===== src/rtl/wms_pkg.sv =====
// wms_pkg: state encoding and width helpers shared by window_match_sched
package wms_pkg;
    typedef enum logic [3:0] {IDLE, CLEAR, LINE, FETCH, SHIFT, CALC, STEP, DRAIN, DONE} state_t;
    function automatic int cw(input int n);
        return (n > 1) ? $clog2(n) : 1;
    endfunction
    function automatic int ncol_f(input int win, input int ndisp);
        return win + ndisp - 1;
    endfunction
    function automatic int fsum_w(input int win, input int pix_w);
        return $clog2(win * win * (2 ** pix_w - 1) + 1);
    endfunction
    function automatic int f2sum_w(input int win, input int pix_w);
        return $clog2(win * win * (2 ** pix_w - 1) ** 2 + 1);
    endfunction
endpackage


===== src/rtl/wms_fsum_acc.sv =====
// wms_fsum_acc: running sum(f) and sum(f^2) with synchronous clear and enable
module wms_fsum_acc #(
    parameter int PIX_W   = 3,
    parameter int FSUM_W  = 7,
    parameter int F2SUM_W = 10
) (
    input  logic               clk,
    input  logic               rst_n,
    input  logic               clr,
    input  logic               en,
    input  logic [PIX_W-1:0]   pix,
    output logic [FSUM_W-1:0]  fsum,
    output logic [F2SUM_W-1:0] f2sum
);
    always_ff @(posedge clk or negedge rst_n)
        if (!rst_n) begin
            fsum  <= '0;
            f2sum <= '0;
        end else if (clr) begin
            fsum  <= '0;
            f2sum <= '0;
        end else if (en) begin
            fsum  <= fsum + FSUM_W'(pix);
            f2sum <= f2sum + F2SUM_W'(pix) * F2SUM_W'(pix);
        end
endmodule


===== src/rtl/window_match_sched.sv =====
// window_match_sched: walks one f window against NDISP g windows over LANES parallel lanes.
// WMS_AUTO_RESTART_EN: DONE chains straight into CLEAR for continuous windows.
module window_match_sched
    import wms_pkg::*;
#(
    parameter int PIX_W  = 3,
    parameter int WIN    = 16,
    parameter int NDISP  = 64,
    parameter int LANES  = 16,
    parameter int RD_LAT = 1,
    localparam int NCOL    = ncol_f(WIN, NDISP),
    localparam int NGRP    = NDISP / LANES,
    localparam int FSUM_W  = fsum_w(WIN, PIX_W),
    localparam int F2SUM_W = f2sum_w(WIN, PIX_W),
    localparam int XF_W    = cw(WIN),
    localparam int XG_W    = cw(NCOL),
    localparam int GRP_W   = cw(NGRP),
    localparam int CH_W    = LANES * PIX_W
) (
    input  logic               clk,
    input  logic               rst_n,
    input  logic               start,
    output logic               busy,
    output logic               rd_en,
    output logic [XF_W-1:0]    rd_xf,
    output logic [XG_W-1:0]    rd_xg,
    output logic [XF_W-1:0]    rd_y,
    input  logic [PIX_W-1:0]   f_pix,
    output logic [CH_W-1:0]    f_chain,
    output logic [LANES-1:0]   lane_sel,
    output logic               lane_work,
    output logic               clear,
    output logic               line_start,
    output logic [FSUM_W-1:0]  fsum,
    output logic [F2SUM_W-1:0] f2sum,
    output logic               res_valid,
    input  logic               res_ready,
    output logic [GRP_W-1:0]   res_grp,
    output logic               done
);
    localparam int FC_W = cw(RD_LAT);
    state_t state, nxt;
    logic [XG_W-1:0] col;
    logic [XF_W-1:0] row;
    logic [FC_W-1:0] fcnt;
    logic [GRP_W-1:0] grp;
    logic [PIX_W-1:0] pix;
    logic armed, fetch_last, last_col, last_row, last_grp;
    assign fetch_last = fcnt == FC_W'(RD_LAT - 1);
    assign last_col   = col == XG_W'(NCOL - 1);
    assign last_row   = row == XF_W'(WIN - 1);
    assign last_grp   = grp == GRP_W'(NGRP - 1);
    assign rd_xg      = col;
    assign rd_y       = row;
    assign rd_xf      = XF_W'(32'(col) % WIN);
    assign res_grp    = grp;
    always_ff @(posedge clk or negedge rst_n)
        if (!rst_n) state <= IDLE;
        else state <= nxt;
    always_comb begin
        nxt = state;
        case (state)
            IDLE:  nxt = (start && armed) ? CLEAR : IDLE;
            CLEAR: nxt = LINE;
            LINE:  nxt = FETCH;
            FETCH: nxt = fetch_last ? SHIFT : FETCH;
            SHIFT: nxt = CALC;
            CALC:  nxt = STEP;
            STEP:  nxt = !last_col ? FETCH : !last_row ? LINE : DRAIN;
            DRAIN: nxt = (res_ready && last_grp) ? DONE : DRAIN;
`ifdef WMS_AUTO_RESTART_EN
            DONE:  nxt = CLEAR;
`else
            DONE:  nxt = IDLE;
`endif
            default: nxt = IDLE;
        endcase
    end
    always_comb begin
        busy       = state != IDLE;
        clear      = state == CLEAR;
        line_start = state == LINE;
        rd_en      = state == FETCH && fcnt == '0;
        lane_work  = state == CALC;
        res_valid  = state == DRAIN;
        done       = state == DONE;
    end
    // armed blocks a start that coincides with the reset-release edge
    always_ff @(posedge clk or negedge rst_n)
        if (!rst_n) begin
            col      <= '0;
            row      <= '0;
            fcnt     <= '0;
            grp      <= '0;
            pix      <= '0;
            f_chain  <= '0;
            lane_sel <= '0;
            armed    <= 1'b0;
        end else begin
            armed <= 1'b1;
            fcnt  <= (state == FETCH && !fetch_last) ? fcnt + 1'b1 : '0;
            if (state == CLEAR) begin
                row <= '0;
                grp <= '0;
            end
            if (state == LINE) col <= '0;
            if (state == SHIFT) begin
                pix      <= f_pix;
                f_chain  <= (f_chain << PIX_W) | CH_W'(f_pix);
                lane_sel <= LANES'(1) << (32'(col) % LANES);
            end
            if (state == STEP) begin
                if (!last_col) col <= col + 1'b1;
                else if (!last_row) row <= row + 1'b1;
            end
            if (res_valid && res_ready && !last_grp) grp <= grp + 1'b1;
        end
    wms_fsum_acc #(.PIX_W(PIX_W), .FSUM_W(FSUM_W), .F2SUM_W(F2SUM_W)) u_acc (
        .clk  (clk),
        .rst_n(rst_n),
        .clr  (state == CLEAR),
        .en   (state == CALC && 32'(col) < WIN),
        .pix  (pix),
        .fsum (fsum),
        .f2sum(f2sum)
    );
endmodule


===== config.mk =====
export PLATFORM = sky130hd
export DESIGN_NAME = window_match_sched
export DESIGN_NICKNAME = d
export VERILOG_FILES = /design/src/rtl/wms_pkg.sv /design/src/rtl/wms_fsum_acc.sv /design/src/rtl/window_match_sched.sv
export SDC_FILE = /design/constraint.sdc
export NUM_CORES = 1
export LEC_CHECK = 0
export ABC_AREA = 1
export CAP_MARGIN = 20
export CORE_MARGIN = 2
export CORE_UTILIZATION = 42
export CTS_BUF_LIST = sky130_fd_sc_hd__clkbuf_8
export DETAILED_ROUTE_END_ITERATION = 6
export PLACE_DENSITY = 0.69
export SETUP_SLACK_MARGIN = 0.3
export SYNTH_ARGS = -nofsm -noshare
export SYNTH_HDL_FRONTEND = slang
export SYNTH_SLANG_ARGS = --single-unit

===== constraint.sdc =====
create_clock -name clk -period 3.1 [get_ports clk]
set_input_delay 0.465 -clock clk [delete_from_list [all_inputs] [get_ports clk]]
set_output_delay 0.465 -clock clk [all_outputs]
set_load 0.03 [all_outputs]

==> key figures <==
GRT
  – First-pass GRT wire length: 19,900 microns
  – Antenna violations before repair: 0
  – Total Routing Usage GR: 18.7%
  – Vias in the first global route: 4,282
  – Largest net degree at the start of global routing: 76
  – Total gr overflow: 0

Die
  – Core Box Area: 0.0121 sq mm
  – Row Count: 40
  – # IOs: 120
  – Die X: 115 microns
  – Die Ht: 115 microns
  – Initial cell density of the core: 43.3%
  – Die Area: 0.0133 sq mm

Flow run
  – Maxcap violations: 0

STA
  – Endpoints failing setup: 0
  – Maximum clock frequency: 396 MHz
  – Pins Over Slew Limit: 0
  – Hold_ws: 0.141 ns
  – Min Clock Period, post-route: 2.52 ns
  – Worst slew pin tran: 0.770 ns
  – Fin crit share: 81.4%
  – Final Hold Viols: 0
  – Worst Skew: 0.00930 ns
  – Relative slew slack: 48.7%
  – RSZ-0062 raised after global routing: no
  – Setup Total Neg Slack: 0 ns

Routing
  – Vias/cell: 4.88
  – Routed wire length: 11,900 microns
  – Post-route DRC: 0
  – ANT nets after route: 0
  – Drt initial violations: 222
  – 1st-pass router iterations: 5
  – Per-cell routed wire length: 13.1 microns
  – Detailed-route via count: 4,434

Synthesis
  – Flops & latches, synth: 108
  – Mux cell area share after synthesis: 0%
  – Async set-reset flop share out of synthesis: 100%
  – Post-Syn Area: 0.00522 sq mm
  – Largest family of logic cells by synthesized area: simple AND/OR/NAND/NOR gates
  – Compound-Gate Fraction of Synth Area: 6.64%
  – Ys flop type: dfrtp_1
  – Cell variety after synth: 41
  – Synthesis Warnings: 0
  – Synthesized instance count: 623
  – Post-Synth Simple-Gate Area: 28.4%
  – Synth Area in Adders: 5.18%
  – Xor and xnor area share after synthesis: 1.01%
  – Seq/Total Area, Yosys: 51.8%
  – Syn Area/Cell: 8.37 sq um
  – Syn nets: 651
  – Post-synth EDFFs: 0

Clock network
  – CTS Sinks: 108
  – Clk buf depth: 2
  – Worst skew pair latency: 0.37 ns
  – # H-tree levels: 3
  – Setup Fix Bufs, Post-CTS: 0
  – TritonCTS clock tree: yes
  – CTS Buf Count: 9
  – Hold_buf cts: 0
  – Clk root buf: clkbuf_8
  – Clock slew at reported path FFs: 0.10 ns

Status
  – Status: finished, final reports clean

Power and ir drop
  – Maximum vdd drop: 0.334 mV
  – Leak: 3.28 nW
  – Power Density: 733 mW/mm^2

Worst setup path
  – Startpoint Class: register
  – CP arrival: 2.06 ns
  – Slowest CP cell: clkdlybuf4s50_1
  – Worst path max stage delay: 0.67 ns
  – CP Cell Sequence: nor2_2 > nand2_1 > inv_1 > clkdlybuf4s50_1
  – CP Buf/Inv Count: 2
  – Crit path kind: reg -> out
  – Top delay family on crit path: buffers and inverters
  – Crit end category: output port
  – Worst Path Max Fanout: 5
  – Worst EP required: 2.63 ns

Layout
  – Multi-input gate area: 0.00216 sq mm
  – Area Growth Syn to Fin: 28.9%
  – Final net count: 763
  – Final instance area: 0.00673 sq mm
  – Diode count: 0
  – Sequential cell area: 0.00270 sq mm
  – Proportion of layout cells with a drive suffix above 1: 6.76%
  – FILL cells: 1,099
  – Util after Layout: 55.8%

Place
  – Placed cell area: 0.00652 sq mm
  – Post-DP HPWL: 8410 microns
  – PortBufs: 119
  – Gp weighted congestion: 0.855

Worst hold path
  – HP Class: in -> async
## final cells by class
class / count / area share (%)
clock inverters: 6 / 0.948
clock buffers: 10 / 2.05
multi-input cells: 435 / 32.2
well taps: 168 / 3.12
repair buffers: 123 / 18.3
inverters: 58 / 3.25
flip-flops and latches: 108 / 40.2
## power by group
group	internal, W	leakage, nW	switching (W)
combinational	0.000783	1.70	0.00137
clock	0.000396	0.104	0.000485
sequential	0.00165	1.47	0.000240
total	0.00283	3.28	0.00210
## timing repair
action	CTS	global route
gates resized for setup	0	1
setup endpoints to repair	0	1
endpoints found under the hold margin	0	0
## logic make-up after synthesis
kind of cell,count (synthesis)
other,2
and+or+nand+nor,345
DFF,108
buffers and inverters,80
adders and majority gates,21
xor gates and xnor gates,6
AOI/OAI and AO/OA,61
## cells in the mapped netlist, drive strengths merged (3+ instances only)
library cell	count	area, sq um
nand2	239	925
ha	20	250
dfrtp	108	2700
inv	56	210
xor2	5	43.8
a22o	4	35.0
nand4	5	31.3
buf	21	131
o22ai	3	18.8
nor2	51	250
nand3	39	218
a21oi	9	45.0
nor3	7	35.0
o21ai	38	194
## placed cells by master, fill, tap and decap left out, drive strengths merged
master,n
a21oi,9
nand4,5
xor2,5
and3,1
xnor2,1
or2,2
ha,20
a31oi,1
o2111ai,2
o21bai,2
clkdlybuf4s50,118
o22ai,3
dfrtp,108
o21ai,38
nor4,1
nand3,39
conb,2
inv,58
nor2,51
a22o,4
clkinvlp,1
o31ai,2
buf,5
nand2,239
clkinv,4
bufinv,1
clkbuf,10
nor3,7
fa,1
## final timing paths
path	end	slack, ns	from	cells after the start
min reg2reg	lane_sel[14]$_DFFE_PN0P_	0.49	lane_sel[14]$_DFFE_PN0P_	2
max	line_start	0.58	state[3]$_DFF_PN0_	4
max in group asynchronous	armed$_DFF_PN0_	2.22	rst_n	2
min	f_chain[43]$_DFFE_PN0P_	0.14	rst_n	1
max reg2reg	u_acc.f2sum[11]$_DFFE_PN0P_	0.94	f_chain[1]$_DFFE_PN0P_	13
min in group clk	lane_sel[14]$_DFFE_PN0P_	0.49	lane_sel[14]$_DFFE_PN0P_	2
## sequential cells by signal, indices dropped and copies added, names as in the netlist, 2 cells and up
signal,cells
f_chain,48
lane_sel,16
u_acc.f2sum,14
u_acc.fsum,11
rd_xg,7
rd_y,4
state,4
res_grp,2
## through the flow
stage / instances / worst slack, ns / power, W
3_3_place_gp: 892 / 0.952 / 0.00404
5_1_grt: 908 / 0.416 / 0.00527
4_1_cts: 908 / 0.417 / 0.00499
2_1_floorplan: 623 / 1.05 / 0.00329
6_report: 908 / 0.576 / 0.00493
3_5_place_dp: 892 / 0.860 / 0.00409
## per-layer routing
layer | vias up | wire length, microns | GRT usage [%]
met5 | - | 0 | 0
met1 | 2099 | 5590 | 25.2
met3 | 19 | 764 | 4.71
met2 | 124 | 5360 | 29.2
li1 | 2192 | - | -
met4 | 0 | 197 | 7.15
No activity file was read; power rests on OpenSTA's default activity.
